==> src/rtl/ictc_pkg.sv <==
// ictc_pkg: shared state encoding, default sizes and div_val clamp for the timer counter control
package ictc_pkg;

    typedef enum logic [1:0] {
        CC_IDLE,
        CC_RUN,
        CC_HALT
    } cc_state_e;

    localparam int CNT_WIDTH_DEF = 64;
    localparam int DIV_MAX_DEF   = 8;

    function automatic logic [3:0] clamp_div(input logic [3:0] v, input logic [3:0] m);
        return (v > m) ? m : v;
    endfunction

endpackage

==> src/rtl/cnt_prescaler.sv <==
// cnt_prescaler: divide-by-2^div_val prescaler; wrap_o marks the cycle the main counter may advance
module cnt_prescaler
    import ictc_pkg::*;
#(
    parameter int DIV_MAX   = DIV_MAX_DEF,
    parameter int PRE_WIDTH = 8
) (
    input  logic       clk,
    input  logic       rst,
    input  logic       run_i,
    input  logic       clear_i,
    input  logic       div_en_i,
    input  logic [3:0] div_val_i,
    output logic       wrap_o
);

    logic [PRE_WIDTH-1:0] pre_cnt_q, pre_cnt_d, limit;
    logic [3:0]           dv;

    always_comb begin
        dv    = clamp_div(div_val_i, 4'(DIV_MAX));
        limit = div_en_i ? ~({PRE_WIDTH{1'b1}} << dv) : '0;
        // >= rather than == so a limit lowered mid-run wraps at once
        wrap_o    = run_i && (pre_cnt_q >= limit);
        pre_cnt_d = clear_i ? '0 :
                    wrap_o  ? '0 :
                    run_i   ? pre_cnt_q + PRE_WIDTH'(1) : pre_cnt_q;
    end

    always_ff @(posedge clk) begin
        if (rst) pre_cnt_q <= '0;
        else     pre_cnt_q <= pre_cnt_d;
    end

endmodule

==> src/rtl/cnt_ctrl.sv <==
// cnt_ctrl: timer main counter with prescaler, debug halt handshake and software load
module cnt_ctrl
    import ictc_pkg::*;
#(
    parameter int CNT_WIDTH = CNT_WIDTH_DEF,
    parameter int DIV_MAX   = DIV_MAX_DEF,
    parameter int PRE_WIDTH = 8
) (
    input  logic                 clk,
    input  logic                 rst,
    input  logic                 timer_en_i,
    input  logic                 div_en_i,
    input  logic [3:0]           div_val_i,
    input  logic                 halt_req_i,
    output logic                 halt_ack_o,
    input  logic                 cnt_ld_i,
    input  logic [CNT_WIDTH-1:0] cnt_ld_data_i,
    output logic [CNT_WIDTH-1:0] cnt_o,
    output logic                 tick_o,
    output logic                 ovf_o
);

    cc_state_e            state_q, state_d;
    logic [CNT_WIDTH-1:0] cnt_q, cnt_d;
    logic                 tick_q, tick_d, ovf_q, ovf_d, ack_q, ack_d;
    logic                 run, clear, wrap, leave;

    cnt_prescaler #(.DIV_MAX(DIV_MAX), .PRE_WIDTH(PRE_WIDTH)) u_pre (
        .clk      (clk),
        .rst      (rst),
        .run_i    (run),
        .clear_i  (clear),
        .div_en_i (div_en_i),
        .div_val_i(div_val_i),
        .wrap_o   (wrap)
    );

    always_comb begin
        state_d = state_q;
        case (state_q)
            CC_IDLE: state_d = timer_en_i ? CC_RUN : CC_IDLE;
            CC_RUN:  state_d = !timer_en_i ? CC_IDLE : halt_req_i ? CC_HALT : CC_RUN;
            CC_HALT: state_d = !timer_en_i ? CC_IDLE : halt_req_i ? CC_HALT : CC_RUN;
            default: state_d = CC_IDLE;
        endcase
        // timer_en fall beats halt; load beats both increment and clear
        leave  = (state_q != CC_IDLE) && !timer_en_i;
        run    = (state_q == CC_RUN) && timer_en_i && !halt_req_i;
        clear  = (state_q == CC_IDLE) || !timer_en_i;
        tick_d = wrap && !cnt_ld_i;
        ovf_d  = tick_d && (&cnt_q);
        ack_d  = (state_d == CC_HALT);
        cnt_d  = cnt_ld_i ? cnt_ld_data_i :
                 leave    ? '0 :
                 tick_d   ? cnt_q + CNT_WIDTH'(1) : cnt_q;
    end

    always_ff @(posedge clk) begin
        if (rst) begin
            state_q <= CC_IDLE;
            cnt_q   <= '0;
            tick_q  <= 1'b0;
            ovf_q   <= 1'b0;
            ack_q   <= 1'b0;
        end else begin
            state_q <= state_d;
            cnt_q   <= cnt_d;
            tick_q  <= tick_d;
            ovf_q   <= ovf_d;
            ack_q   <= ack_d;
        end
    end

    assign cnt_o      = cnt_q;
    assign tick_o     = tick_q;
    assign ovf_o      = ovf_q;
    assign halt_ack_o = ack_q;

endmodule

==> config.mk <==
export PLATFORM = sky130hd
export DESIGN_NAME = cnt_ctrl
export DESIGN_NICKNAME = d
export VERILOG_FILES = /design/src/rtl/ictc_pkg.sv /design/src/rtl/cnt_prescaler.sv /design/src/rtl/cnt_ctrl.sv
export SDC_FILE = /design/constraint.sdc
export NUM_CORES = 1
export LEC_CHECK = 0
export CAP_MARGIN = 15
export CORE_ASPECT_RATIO = 1.2
export CORE_MARGIN = 3
export CORE_UTILIZATION = 32
export CTS_BUF_LIST = sky130_fd_sc_hd__clkbuf_8 sky130_fd_sc_hd__clkbuf_16
export DETAILED_ROUTE_END_ITERATION = 12
export SYNTH_ARGS = -nofsm -noshare
export SYNTH_HDL_FRONTEND = slang
export SYNTH_SLANG_ARGS = --single-unit
==> constraint.sdc <==
create_clock -name clk -period 3.6 [get_ports clk]
set_input_delay 0.54 -clock clk [delete_from_list [all_inputs] [get_ports clk]]
set_output_delay 0.54 -clock clk [all_outputs]
set_load 0.02 [all_outputs]
==> run metrics <==
dpl hpwl roughly 15 mm; slowest CP cell a2111oi_2; final hold violations 0; CP max stage delay 0.47 ns; num rows 50; Post-CTS Setup Bufs 0; NetSw ~0.00064 W; worst skew pair latency between 0.3 and 0.4 ns; setup violators final 0; max-slew headroom at the worst pin 0.436; multi-input logic area around 3400 um^2; synthesis-stage register bit count 77; Comb pwr share 0.173; crit path DAT about 3.7 ns; Die Footprint roughly 18000 um^2; skew final ~0.0078 ns; clock buffer count from CTS 9; CP Capture Type register; Hold Slack between 0.5 and 0.6 ns; Layout area overhead 41.3%; initial DRC count 680; CTS sink cnt slightly below 80; Layout Utilization 0.465; Worst VDD drop 0.201 mV; Synth Flop Type dfxtp_1; WHS Path Cells 2; first-pass GRT wire length between 30 and 40 mm; CP max FO 12; # fillers between 1500 and 2000; Port Buffers between 100 and 150; Chip Width between 100 and 150 um; share of cells above drive strength 1 0.0927; Die Ht between 100 and 150 um; outcome finished clean; Sw Ratio 0.263; critical path launch point type input port; minimum clock period around 3.5 ns; worst-case clock buffer depth 2; area share of and/or/nand/nor cells after synthesis 0.322; Slew Viols, Final 0; Crit path buffers/inverters 2; Crit Path Category in2reg; RSZ-0062 raised after global routing no; Pleak approximately 2.6 nW; most common cell after layout, fill and taps aside clkdlybuf4s50_1; Mapped Nets ~760; drt total wl between 20 and 25 mm; IO Count 141; Yosys cell types 66; leading area contributor after synthesis dfxtp_1; Post-layout nets about 900; delay-heaviest family, CP compound AO/OA/AOI/OAI gates; largest family of logic cells by synthesized area simple AND/OR/NAND/NOR gates; Core Region between 15000 and 20000 um^2; flop2flop setup slack around 0.77 ns; reg-to-reg endpoint cnt_o[57]$_SDFFE_PP0P_; Max Fclk roughly 0.29 GHz; post_cts resized 0; Reg power frac 0.387; Reg2Reg Depth 9; Antenna Cells 0; Power, Total approximately 0.0024 W; DR vias/cell roughly 6.0; initial antenna violation count 0; hold_sp u_pre.pre_cnt_q[1]$_SDFFE_PP0P_; number of max-cap violations 0; final worst-path cycle share 0.965; Compound-Gate Fraction of Synth Area 0.285; CTS tree built; Internal roughly 0.0018 W; Post-Syn Area per Cell ~7.7 um^2; hold path endpoint u_pre.pre_cnt_q[1]$_SDFFE_PP0P_; XOR/XNOR Fraction of Synth Area 0.0254; GP Congestion between 0.9 and 1; Seq/Total Area, Yosys 0.298; first drt pass iteration count 6; drt drc 0; vias post-DR around 6100; hold-fix buffers at CTS 0; most frequent cells in the layout clkdlybuf4s50_1 (139), nand2_1 (103), dfxtp_1 (77), a21oi_1 (44), nor2_1 (43); Critical Path, Cell by Cell clkdlybuf4s50_1, or2_0, o31a_1, ha_1, nand2b_1, a2111oi_2, o31ai_1, buf_12, a21oi_1, nor2_1, a32o_1; Adder-Cell Fraction of Synth Area 0.0315; worst path required time about 3.8 ns; Post-synth EDFFs 0; share of the synthesized area in the top cell type 0.298; Cell Pwr Density about 330 nW/um^2; WL/cell just over 20 um; top post-synthesis cells by area dfxtp_1 (30%), nand2_1 (7.5%), a21oi_1 (4.3%), a211oi_1 (3.9%), nand3_1 (3.5%); cells after synthesis 672; largest net degree at the start of global routing 74; Routed Antenna Nets 0; reg2reg start u_pre.pre_cnt_q[0]$_SDFFE_PP0P_; gr ovfl total 0; sequential cell area 1540 um^2; Tightest Pin Transition between 0.8 and 0.9 ns; initial core utilization 0.329; proportion of synthesized area in mux cells 0; ys async rst share 0; post-synthesis instance area approximately 5200 um^2; Worst-path clk slew about 0.06 ns; Clk network pwr share 0.440; Worst Hold Class reg2reg; vias in the first global route between 5000 and 6000; Synth Warn # 0; CTS root buf clkbuf_16; H-tree Lvls 3; GRT Overall Usage 0.231
cell families after synthesis:
| kind of cell | count (synthesis) |
|---|---|
| simple gates | 309 |
| flops | 77 |
| buf+inv | 50 |
| fa+ha+maj | 13 |
| compound gates | 208 |
| xor+xnor | 15 |
worst max path at each step:
stage,start,end,slack (ns),cells past startpoint
after CTS,div_val_i[3],cnt_o[57]$_SDFFE_PP0P_,0.18,11
after detailed placement,div_val_i[3],cnt_o[57]$_SDFFE_PP0P_,-0.16,11
after global placement,div_val_i[3],cnt_o[57]$_SDFFE_PP0P_,-0.14,11
after floorplan,div_val_i[3],cnt_o[53]$_SDFFE_PP0P_,0.57,10
after global routing,div_val_i[3],cnt_o[57]$_SDFFE_PP0P_,0.008,11
final,div_val_i[3],cnt_o[57]$_SDFFE_PP0P_,0.13,11
power groups by stage:
stage | clock network [W] | registers, W | logic (W)
2_1_floorplan | 0 | 0.000975 | 0.000164
3_3_place_gp | 0 | 0.000953 | 0.000409
3_5_place_dp | 0 | 0.000954 | 0.000416
4_1_cts | 0.00108 | 0.000936 | 0.000419
5_1_grt | 0.00111 | 0.000942 | 0.000452
6_report | 0.00107 | 0.000937 | 0.000419
registers in the layout, indices dropped and copies added (netlist names):
| register | count |
|---|---|
| tick_o | 1 |
| halt_ack_o | 1 |
| cnt_o | 64 |
| state_q | 2 |
| ovf_o | 1 |
| u_pre.pre_cnt_q | 8 |
layout make-up:
type / instances / share of cell area
clock buffer: 10 / 0.0327
clock inverter: 6 / 0.0141
inverter: 11 / 0.00565
multi-input combinational: 545 / 0.469
sequential: 77 / 0.211
tap: 208 / 0.0356
timing repair buffer: 171 / 0.232
synthesized netlist by cell type (all sizes together) (17+ instances only):
master,count
nand2,103
dfxtp,77
a21oi,44
nor2,43
nand3,36
clkbuf,32
o21ai,31
a211oi,27
nor3,23
nand4,21
and4,19
and3,17
routing by layer:
layer	track usage	wire [um]	vias up
li1	-	-	2858
met1	0.305	9070	2961
met2	0.386	10200	270
met3	0.0308	1180	41
met4	0.0762	529	0
met5	0	0	-
worst reg2reg max path, stage by stage (launching register included):
cell and delay [ns]:
dfxtp_1 0.41, inv_1 0.07, ha_1 0.28, nand2b_1 0.15, a2111oi_2 0.47, o31ai_1 0.22, buf_12 0.20, a21oi_1 0.48
nor2_1 0.20, a32o_1 0.25
through the flow:
step	setup slack, ns	instance area, um^2	std cells	TNS, ns
after detailed placement	-0.164	6960	1012	-0.729
after floorplan	0.565	5170	672	0
after global placement	-0.137	6960	1012	-0.181
after global routing	0.00757	7300	1028	0
final	0.127	7300	1028	0
after CTS	0.179	7300	1028	0
Note: power is estimated with default switching activity, not from simulation.
